File: src/rtl/dq_stream_serializer.sv
// dq_stream_serializer
// Width-down converter for the dequantized QDQ output stream. Each wide input
// beat holds one tile row of LANES_NUM FP words. The row is emitted as
// LANES_NUM/OUT_LANES narrow beats, lowest lanes first. Row and slice position
// are tracked so that the final narrow beat of every MAT_SIZE-row tile carries
// m_last_o, and completed tiles are counted.

module dq_stream_serializer #(
    parameter int LANES_NUM  = 16,
    parameter int FP_DATA_W  = 32,
    parameter int OUT_LANES  = 4,
    parameter int MAT_SIZE   = 16,
    parameter int TILE_CNT_W = 16
) (
    input  logic                            clk,
    input  logic                            rstnn,
    input  logic                            clear_i,
    input  logic                            s_valid_i,
    output logic                            s_ready_o,
    input  logic [LANES_NUM*FP_DATA_W-1:0]  s_data_i,
    output logic                            m_valid_o,
    input  logic                            m_ready_i,
    output logic [OUT_LANES*FP_DATA_W-1:0]  m_data_o,
    output logic                            m_last_o,
    output logic [TILE_CNT_W-1:0]           tile_cnt_o,
    output logic                            busy_o
);

    localparam int R       = LANES_NUM / OUT_LANES;
    localparam int IN_W    = LANES_NUM * FP_DATA_W;
    localparam int OUT_W   = OUT_LANES * FP_DATA_W;
    localparam int SLICE_W = (R > 1) ? $clog2(R) : 1;
    localparam int ROW_W   = (MAT_SIZE > 1) ? $clog2(MAT_SIZE) : 1;

    localparam logic [SLICE_W-1:0] SLICE_LAST = SLICE_W'(R - 1);
    localparam logic [ROW_W-1:0]   ROW_LAST   = ROW_W'(MAT_SIZE - 1);

    // A wide beat must split into a whole number of narrow beats.
    generate
        if ((LANES_NUM % OUT_LANES) != 0) begin : g_bad_ratio
            $error("dq_stream_serializer: LANES_NUM must be a multiple of OUT_LANES");
        end
    endgenerate

    logic                  hold_v;
    logic [IN_W-1:0]       hold_data;
    logic [SLICE_W-1:0]    slice_cnt;
    logic [ROW_W-1:0]      row_cnt;
    logic [TILE_CNT_W-1:0] tile_cnt;
    logic [OUT_W-1:0]      slice_data;

    logic pop;
    logic at_slice_last;
    logic pop_end;
    logic load;
    logic last_beat;

    assign at_slice_last = (slice_cnt == SLICE_LAST);
    assign pop           = hold_v & m_ready_i;
    assign pop_end       = pop & at_slice_last;
    // Ready also opens while the last slice is leaving, so rows follow back-to-back.
    assign s_ready_o     = ~clear_i & (~hold_v | pop_end);
    assign load          = s_valid_i & s_ready_o;
    assign last_beat     = hold_v & at_slice_last & (row_cnt == ROW_LAST);

    assign m_valid_o  = hold_v;
    assign m_data_o   = slice_data;
    assign m_last_o   = last_beat;
    assign tile_cnt_o = tile_cnt;
    assign busy_o     = hold_v | (row_cnt != '0);

    // Select the slice of the held row that is currently on offer.
    always_comb begin
        slice_data = '0;
        for (int j = 0; j < R; j++) begin
            if (slice_cnt == SLICE_W'(j)) begin
                slice_data = hold_data[j*OUT_W +: OUT_W];
            end
        end
    end

    // Held row register plus slice/row/tile position; clear beats everything.
    always_ff @(posedge clk or negedge rstnn) begin
        if (!rstnn) begin
            hold_v    <= 1'b0;
            hold_data <= '0;
            slice_cnt <= '0;
            row_cnt   <= '0;
            tile_cnt  <= '0;
        end else if (clear_i) begin
            hold_v    <= 1'b0;
            slice_cnt <= '0;
            row_cnt   <= '0;
            tile_cnt  <= '0;
        end else begin
            if (pop) begin
                if (at_slice_last) begin
                    slice_cnt <= '0;
                    row_cnt   <= (row_cnt == ROW_LAST) ? '0 : row_cnt + ROW_W'(1);
                end else begin
                    slice_cnt <= slice_cnt + SLICE_W'(1);
                end
                if (last_beat) begin
                    tile_cnt <= tile_cnt + TILE_CNT_W'(1);
                end
            end
            if (load) begin
                hold_data <= s_data_i;
                hold_v    <= 1'b1;
                slice_cnt <= '0;
            end else if (pop_end) begin
                hold_v <= 1'b0;
            end
        end
    end

endmodule
File: config.mk
export PLATFORM = sky130hd
export DESIGN_NAME = dq_stream_serializer
export DESIGN_NICKNAME = d
export VERILOG_FILES = /design/src/rtl/dq_stream_serializer.sv
export SDC_FILE = /design/constraint.sdc
export NUM_CORES = 1
export LEC_CHECK = 0
export CORE_AREA = 2 2 262 264
export DETAILED_ROUTE_END_ITERATION = 10
export DIE_AREA = 0 0 264 266
export PLACE_DENSITY = 0.6
export SYNTH_ARGS = -nofsm -noshare
export SYNTH_HDL_FRONTEND = slang
export SYNTH_SLANG_ARGS = --single-unit
export TNS_END_PERCENT = 10
File: constraint.sdc
create_clock -name clk -period 3.1 [get_ports clk]
set_clock_uncertainty 0.2 [all_clocks]
set_input_delay 0.62 -clock clk [delete_from_list [all_inputs] [get_ports clk]]
set_output_delay 0.62 -clock clk [all_outputs]
set_load 0.01 [all_outputs]
* Word level (Yosys, flattened, before mapping) *
Index checks and enable logic that the tools add are counted.

operators by class
  add/subtract/negate cells = 3
  $mul = 0
  divide/modulo/power cells = 0
  $lt $le $gt $ge = 0
  equal/unequal tests = 4
  shifts and indexed selects = 0
  mux-type cells = 18
  bitwise logic cells = 10
  reduce and logical (&&, ||, !) cells = 10

operators by type and width
  operator               count
  $mux 128               4
  $mux 16                3
  $add 16x1->16 const B  1
  $mux 4                 4
  $mux 2                 4
  $and 1x1->1            6
  $reduce_and 2->1       3
  $reduce_bool 2->1      3
  $reduce_bool 3->1      2
  $add 4x1->4 const B    1
  $eq 2x2->1 const B     2
  $eq 4x4->1 const B     1
  $reduce_bool 4->1      1
  $mux 1                 3
  $add 2x1->2 const B    1
  $eq 2x1->1 const B     1
  $logic_not 2->1        1
  $not 1->1              2
  $or 1x1->1             2

word-level totals
  flip-flop bits (word level) = 535
  bits in latches = 0
  memory bits (writable) = 0
  memory bits (read-only) = 0
  input port bits = 517
  output and inout port bits = 148
  word-level logic and storage cells = 50
  memories = 0

* Longest topological paths before layout *
  depth after elaboration = 7
  mapped depth = 8
  depth with buffers taken out = 6

* Least setup slack after synthesis *
OpenSTA, ideal clock, no wires.

  path type = register to output
  start point = register slice_cnt[0]
  end point = output m_data_o[127]
  arrival time = 1.761 ns
  setup slack = 0.519 ns
  cell stages (with the launch flop) = 9
  buffers on the path = 2
  cell sequence = dfrtp_1 inv_1 ha_1 clkbuf_1 buf_1 nand3b_1 a21oi_1 a21oi_1 o21ai_0

between the ends
  longest elaborated chain between the ends = 5
  elaborated cells on any way between the ends = 8

RTL lines
  what                      RTL line  source
  start: declaration        47        logic [SLICE_W-1:0] slice_cnt;
  start signal: assignment  101       slice_cnt <= slice_cnt + SLICE_W'(1);
  $logic_not 2->1           76        if (slice_cnt == SLICE_W'(j)) begin
  $mux 128 (3 in a row)     76
  $mux 128 *                76
  end: declaration          23        output logic [OUT_LANES*FP_DATA_W-1:0] m_data_o,

Every way passes the cells marked *; elsewhere a longest branch is shown, timed or not.

* Worst setup path in the final report *
  start point = register slice_cnt[1]
  end point = output m_data_o[108]

Same word-level chain as after synthesis.

==> flow_summary.ini <==
[floorplan]
initial_core_util = 0.359
die_h_um = 266
io_pins = 665
dieArea_um2 = 70200
die_w_um = 264
core-area_um2 = 67700
rows = 96

[global_route]
gr-total-overflow = 0
grt_start_max_net_pins = 90
grt_pass1_wl_um = 126000
grt_use_total = 0.237
antenna_found_initial = 56
grt_pass1_vias = 20400

[critical_path]
critPathBufInv = 5
slowest_stage = dfrtp_1
cp-startpoint = slice_cnt[1]$_DFFE_PN0P_
start_kind = flop
cp.arrival_ns = 2.40
reg2reg_from = slice_cnt[0]$_DFFE_PN0P_
cpPeakStageDelay_ns = 0.37
cp-end-kind = output port
path_cells = inv_2 -> ha_4 -> buf_6 -> buf_8 -> buf_12 -> nand3b_1 -> a21oi_2 -> a21oi_1 -> o21ai_1 -> buf_2
cp_max_fo = 16
path_delay_family = buffers and inverters
cp.required_ns = 2.28
critical_path_class = reg -> out

[synth]
synth_warnings = 0
synth_area_per_cell_um2 = 11.7
syn_area_um2 = 24400
yosysSeqAreaShare = 0.550
post-synth-top-area-fraction = 0.550
yosys-top-cells-area = dfrtp_1, mux2_2, a21oi_1, nand2_1, nand3b_1
yosys.area.top_type = dfrtp_1
synthDistinctLibCells = 31
synth-seq-cells = 535
synth_nets = 2610
synth_cells = 2086

[timing]
finalHoldViolations = 0
setup_violations = 98
period_share = 1.04
fmax_mhz = 310
finalWorstSetupSlack_ns = -0.123
slew_violations = 0
post-route-min-period_ns = 3.22
max_slew_margin = 0.650
fin_tns_setup_ns = -4.07
hold_slack_ns = 0.305
tightestPinTransition_ns = 0.526
rsz0062_at_grt = true

[routing]
vias = 19600
viasPerCell = 5.17
firstDrtPassIters = 5
finalWirelength_um = 86700
wl_per_cell_um = 22.9
drt-initial-drc-count = 1258
ant_nets = 0
route.detailed.drc = 0

[power_and_ir_drop]
ir_worst_vdd_mv = 0.500
p_leak_uw = 0.0145
p_per_area_nw_per_um2 = 586

[worst_hold_path]
min-delay-start = hold_data[180]$_DFFE_PN0P_
min-delay-path-class = reg -> reg

[clock_tree]
cts_buffers = 60
clock-sinks = 535
max-clock-path-buffers = 3
tritoncts = done
cts-htree-levels = 2
cts.clk_slew.worst_paths_ns = 0.06
cts_root_buf = clkbuf_16
insertion_delay_ns = 0.60

[place]
hpwl_um = 60400
port-buffer-count = 664
place_area_um2 = 32900
dp_cells = 3593
gp_congestion = 0.863

[outcome]
violations = setup timing
run_status = complete, but fails checks

[final_layout]
area_growth_pct = 48.0
nets = 3342
drive_gt1_frac = 0.366
final_common_cell = dfrtp_1
design_area_um2 = 36000
finalNonFillerCells = 3794
final_util = 0.532
layout_common_cells = dfrtp_1, clkdlybuf4s50_1, mux2_2

[job]
drv_cap = 0
final cells by class:
cell class	count	area [µm²]
inverter	5	18.8
sequential	535	13400
antenna	44	110
multi-input combinational	1385	10900
fill	5941	31700
tap	882	1100
clock inverter	17	251
clock buffer	95	1840
timing repair buffer	831	8450
power breakdown:
part           leakage (µW)  internal, µW  total, µW  switching (µW)
combinational       0.00715          2630       4580            1950
sequential          0.00635          8280       9040             758
clock               0.00103          4560       7510            2960
synth_stat cells:
cell type and instances:
mux2i_1 1, buf_2 57, nand2b_1 2, nand2_1 267
a21oi_1 271, and3_1 5, and2_1 1, nand3_4 1
nor3_1 3, or4_4 1, a31oi_1 1, o21ai_0 138
nor2_1 11, inv_1 5, xnor2_1 4, or3_1 8
buf_1 5, mux2_2 512, and4_1 2, ha_1 7
a21oi_2 1, or4_1 1, buf_4 2, xor2_1 4
or4b_2 1, nand4_1 6, dfrtp_1 535, nor4_1 1
nand3_1 8, nand3b_1 128, clkbuf_1 97
logic make-up (layout without fill, tap and decap cells):
logic type                 Yosys count  after routing  share of synthesized area
other                                0             44                          0
buffers and inverters              166            948                     0.0288
adders and majority gates            7              7                    0.00360
DFF                                535            535                      0.550
xor gates and xnor gates             8              8                    0.00288
AOI/OAI and AO/OA                  411            411                     0.0847
and+or+nand+nor                    446            446                     0.0931
muxes                              513            513                      0.237
worst register-to-register path: stages (launching register included):
cell     delay [ns]
dfrtp_2        0.40
buf_4          0.15
ha_4           0.18
buf_12         0.11
buf_4          0.12
nand3_4        0.11
a21oi_4        0.25
buf_12         0.25
buf_4          0.33
mux2_2         0.37
sequential cells by signal, summed over array words and instances, names as in the netlist:
signal	flops
hold_data	512
tile_cnt_o	16
row_cnt	4
slice_cnt	2
m_valid_o	1
stage by stage:
step	total power (µW)	setup slack (ns)
after global routing	22200	-0.254
after detailed placement	13700	-0.141
after floorplan	11200	0.519
after CTS	21300	-0.235
after global placement	13600	-0.178
final	21100	-0.123
routing by layer:
layer,wire length [µm],up-vias,track usage
li1,-,8881,-
met1,35100,9937,0.295
met2,43000,600,0.391
met3,5020,189,0.0504
met4,3500,22,0.123
met5,128,-,0
final timing paths:
| path | cells after the start | slack [ns] | end |
|---|---|---|---|
| setup reg to reg | 9 | 0.51 | hold_data[511]$_DFFE_PN0P_ |
| hold / removal | 1 | 0.30 | hold_data[180]$_DFFE_PN0P_ |
| hold reg to reg | 1 | 0.30 | hold_data[180]$_DFFE_PN0P_ |
| max in group asynchronous | 3 | 1.40 | hold_data[403]$_DFFE_PN0P_ |
| setup / recovery | 10 | -0.12 | m_data_o[108] |
| min in group asynchronous | 2 | 0.34 | hold_data[487]$_DFFE_PN0P_ |
repair_timing:
item / CTS / global route
setup buffers: 16 / 8
hold buffers: 1 / 0
pin swaps: 85 / 42
cloned: 13 / 7
gates resized for setup: 793 / 62
hold endpoints to repair: 39 / 0
setup endpoints to repair: 131 / 130
Power figures use the tool's default switching activity.
